## src/rtl/bundle_issuer.sv

```systemverilog
// Two-entry bundle queue that presents the oldest VLIW bundle to all functional
// units in lockstep and retires it only when every unit can accept it.
module bundle_issuer #(
    parameter int          NUM_FU = 4,
    parameter logic [31:0] NOP    = 32'h0000_0000
) (
    input  logic                 clk,
    input  logic                 rst_n,
    input  logic                 fetch_valid,
    output logic                 fetch_ready,
    input  logic [32*NUM_FU-1:0] fetch_bundle,
    input  logic [63:0]          fetch_addr,
    input  logic                 flush,
    input  logic                 hold,
    input  logic [NUM_FU-1:0]    fu_busy,
    output logic [32*NUM_FU-1:0] instruction,
    output logic [63:0]          bundleAddr,
    output logic [NUM_FU-1:0]    do_stall,
    output logic                 issue_fire,
    output logic [63:0]          issued_count
);
    localparam int BW = 32 * NUM_FU;

    logic [1:0]    count;
    logic [BW-1:0] headBundle, tailBundle;
    logic [63:0]   headAddr, tailAddr;
    logic          push, pop;

    // fetch_ready never looks at fu_busy or the pop, so a full queue stays closed.
    assign fetch_ready = rst_n & ~flush & (count < 2'd2);
    assign push        = fetch_valid & fetch_ready;
    assign issue_fire  = rst_n & (count != 2'd0) & ~hold & ~|fu_busy & ~flush;
    assign pop         = issue_fire;

    assign instruction = (count != 2'd0) ? headBundle : {NUM_FU{NOP}};
    assign bundleAddr  = headAddr;
    assign do_stall    = {NUM_FU{~issue_fire}};

    // Control state; headAddr is reset too because it is visible while empty.
    always_ff @(posedge clk) begin
        if (!rst_n) begin
            count        <= 2'd0;
            issued_count <= 64'd0;
            headAddr     <= 64'd0;
        end else begin
            if (flush) begin
                count <= 2'd0;
            end else begin
                case ({push, pop})
                    2'b10:   count <= count + 2'd1;
                    2'b01:   count <= count - 2'd1;
                    default: count <= count;
                endcase
            end
            if (issue_fire) begin
                issued_count <= issued_count + 64'd1;
            end
            // Head address is never cleared on pop, so it keeps the last head shown.
            if (push && (count == 2'd0 || (count == 2'd1 && pop))) begin
                headAddr <= fetch_addr;
            end else if (pop && count == 2'd2) begin
                headAddr <= tailAddr;
            end
        end
    end

    // Bundle payload storage; validity is tracked entirely by count.
    always_ff @(posedge clk) begin
        if (push && (count == 2'd0 || (count == 2'd1 && pop))) begin
            headBundle <= fetch_bundle;
        end else if (pop && count == 2'd2) begin
            headBundle <= tailBundle;
        end
        if (push && count == 2'd1 && !pop) begin
            tailBundle <= fetch_bundle;
            tailAddr   <= fetch_addr;
        end
    end

endmodule

```

## config.mk

```make
export PLATFORM = sky130hd
export DESIGN_NAME = bundle_issuer
export DESIGN_NICKNAME = d
export VERILOG_FILES = /design/src/rtl/bundle_issuer.sv
export SDC_FILE = /design/constraint.sdc
export NUM_CORES = 1
export LEC_CHECK = 0
export CELL_PAD_IN_SITES_DETAIL_PLACEMENT = 1
export CELL_PAD_IN_SITES_GLOBAL_PLACEMENT = 2
export CORE_UTILIZATION = 34
export CTS_BUF_LIST = sky130_fd_sc_hd__clkbuf_8
export DETAILED_ROUTE_END_ITERATION = 6
export PLACE_DENSITY = 0.8
export SETUP_SLACK_MARGIN = 0.5
export SLEW_MARGIN = 30
export SYNTH_ARGS = -nofsm -noshare
export SYNTH_HDL_FRONTEND = slang
export SYNTH_SLANG_ARGS = --single-unit
```

## constraint.sdc

```tcl
create_clock -name clk -period 23.3 [get_ports clk]
set_input_delay 3.495 -clock clk [delete_from_list [all_inputs] [get_ports clk]]
set_output_delay 3.495 -clock clk [all_outputs]
set_load 0.02 [all_outputs]
```

==> results_dict.tcl <==
set metrics [dict create \
    outcome "finished, violations left" \
    violations "design-rule violations" \
    reg2regPathDepth 10 \
    grt_max_degree 88 \
    switchingPower_uw 408.8 \
    syn-num-nets 1600 \
    cts_buffers 82 \
    cts_buffer_depth 3 \
    rows 84 \
    wirelength_mm 54.94 \
    cts_resized 0 \
    portBuffers 462 \
    arrival_ns 7.05 \
    finalWeightedCongestion 0.7842 \
    min_path_type "reg2reg" \
    grt_overflow 0 \
    p_clk_frac 0.420 \
    root_buffer "clkbuf_8" \
    die_w_um 233.5 \
    hold_depth 2 \
    grt_pass1_vias 13690 \
    end_kind "primary output" \
    yosys_register_bits 450 \
    routedWlPerCell_um 21.01 \
    syn_to_final_growth_pct 37.64 \
    rsz0062_at_grt "false" \
    io_pins 463 \
    netlist_area_mm2 0.01821 \
    dieArea_mm2 0.05450 \
    worstReg2RegEnd "headBundle[2]" \
    drive_gt1_frac 0.1343 \
    final_cell_mix "clkdlybuf4s50_1 (462), edfxtp_1 (320), dfxtp_1 (130)" \
    drt_iter0_drc 702 \
    setup_viol 0 \
    power_uw 1720 \
    fin_ws_ns 12.76 \
    swShare 0.2376 \
    synth_xor_area_frac 0.01058 \
    yosysSeqAreaShare 0.6704 \
    layout_commonest_cell "clkdlybuf4s50_1" \
    start_util 0.3452 \
    grt_use_total 0.1966 \
    viasPerCell 5.032 \
    grt_first_pass_wirelength_mm 81.85 \
    syn_inst 1394 \
    worst-r2r-setup-slack_ns 18.19 \
    fillers 5516 \
    worst_pin_slew_ns 0.9250 \
    fmax_mhz 94.84 \
    clkTransAtPathRegs_ns 0.06 \
    cp_max_fo 71 \
    synthDistinctLibCells 45 \
    post_cts_buffers 0 \
    vias 13160 \
    cts_hold_repair.buffers 0 \
    cp-endpoint "issue_fire" \
    async_flop_share 0 \
    hpwl_mm 36.14 \
    pwr-share-seq 0.508 \
    power_density_mw_per_mm2 68.62 \
    min_period_ns 10.54 \
    synth_compound_area_frac 0.05303 \
    synth_mux_area_frac 0.08463 \
    fp.dieH_um 233.5 \
    cts_tree "built" \
    maxCapViolCount 0 \
    combinationalPowerShare 0.072 \
    coreArea_mm2 0.05276 \
    synth_top_family_by_area "simple AND/OR/NAND/NOR gates" \
    clock_sinks 450 \
    relSlewSlack 0.3834 \
    ir_drop_mv 0.03926 \
    slew_violations 0 \
    drt-pass1-iter-count 6 \
    hold_viol_final 0 \
    crit_start "rst_n" \
    drc 43 \
    power.leakage_uw 0.008150 \
    synth_edf_count 320 \
    postRouteAntennaNets 0 \
    antenna_found_initial 9 \
    synthAdderAreaFrac 0.003435 \
    critical_path_class "in2out" \
    period_share 0.4526 \
    fin_util 0.4752 \
    post_synth.cell_area_avg_um2 13.07 \
    power.internal_uw 1312 \
    tns_ns 0 \
    fin_skew_ns 0.03534 \
    synth_simple_gate_area_frac 0.1540 \
    start_kind "input port" \
    post-place-ws_ns 12.69 \
    synthFlopType "edfxtp_1" \
    layout.nets 2068 \
    htreeDepth 3 \
    r2r_start "count[1]" \
    worstSkewPairLatency_ns 0.68 \
    critPathRequiredTime_ns 19.81 \
    synth_warnings 0 \
]
==> area by class of cell <==
cell class	count	area, um^2	area share
Antenna cell	6	15.01	0.0005989
Clock buffer	86	1184	0.04721
Clock inverter	57	360.3	0.01437
Inverter	19	72.57	0.002895
Multi-Input combinational cell	835	5609	0.2237
Sequential cell	450	12210	0.4871
Tap cell	688	860.8	0.03433
Timing Repair Buffer	474	4758	0.1898
==> registers in the layout, indices dropped and copies added, names as in the netlist <==
register      count
issued_count     64
headBundle      128
tailBundle      128
bundleAddr       64
count             2
tailAddr         64
==> Yosys cell counts (all sizes together), types with 4 or more instances <==
library cell,instances,area share
a311oi,64,0.031
xor2,7,0.0034
and3,7,0.0024
nor2,101,0.021
nor2b,128,0.044
ha,5,0.0034
nand4,31,0.011
a31o,5,0.0024
nand2,101,0.021
xnor2,15,0.0072
edfxtp,320,0.53
mux2,128,0.079
nor4,14,0.0052
or4b,4,0.0022
inv,18,0.0037
dfxtp,130,0.14
a21oi,33,0.0091
o31ai,12,0.0049
or3,16,0.0055
o21ai,15,0.0041
nor3,11,0.0030
mux2i,10,0.0055
and4,5,0.0024
clkbuf,81,0.017
buf,9,0.0033
or4,13,0.0056
nand2b,8,0.0027
nand3,84,0.023
or2b,4,0.0016
or2,4,0.0014
==> worst min-delay path by stage <==
stage	start	endpoint	slack [ns]
after global placement	issued_count[63]	issued_count[63]	0.45
after global routing	bundleAddr[5]	bundleAddr[5]	0.50
after CTS	issued_count[63]	issued_count[63]	0.48
final	issued_count[63]	issued_count[63]	0.48
after detailed placement	issued_count[63]	issued_count[63]	0.48
after floorplan	count[1]	count[1]	0.49
==> metrics by stage <==
step	instance area, um^2	hold slack [ns]	std cells
floorplan	18220	0.4937	1394
global placement	23470	0.4538	2465
detailed placement	23510	0.4774	2466
CTS	25050	0.4829	2609
global route	25070	0.5028	2615
finish	25070	0.4785	2615
==> layer usage <==
metal	global-route usage	wire length (um)	vias to the layer above
met5	0	39	-
met4	0.07224	1216	6
met3	0.06714	4101	97
met2	0.3264	27930	338
met1	0.2349	21650	6594
li1	-	-	6123
==> worst max-delay path: stages <==
cell	delay, ns
clkdlybuf4s50_1	1.06
nor4b_1	0.49
nand2_1	0.43
inv_2	0.12
buf_4	0.67
clkdlybuf4s50_1	0.75
==> power groups by stage <==
stage               Clock, uW  Combinational (uW)  Sequential, uW
finish                    723                 123             874
global route              780                 131             875
CTS                       747                 125             874
detailed placement          0                 124             891
global placement            0                 121             890
floorplan                   0                42.1             898
==> cells by family (layout without fill, tap and decap cells) <==
kind of cell             Yosys count  after routing
XOR/XNOR                          22             22
AND/OR/NAND/NOR                  537            537
buffers and inverters            109            636
AO/OA/AOI/OAI                    133            133
flip-flops                       450            450
adder cells (fa/ha/maj)            5              5
other                              0              6
multiplexers                     138            138
(Power assumes the default switching activity.)
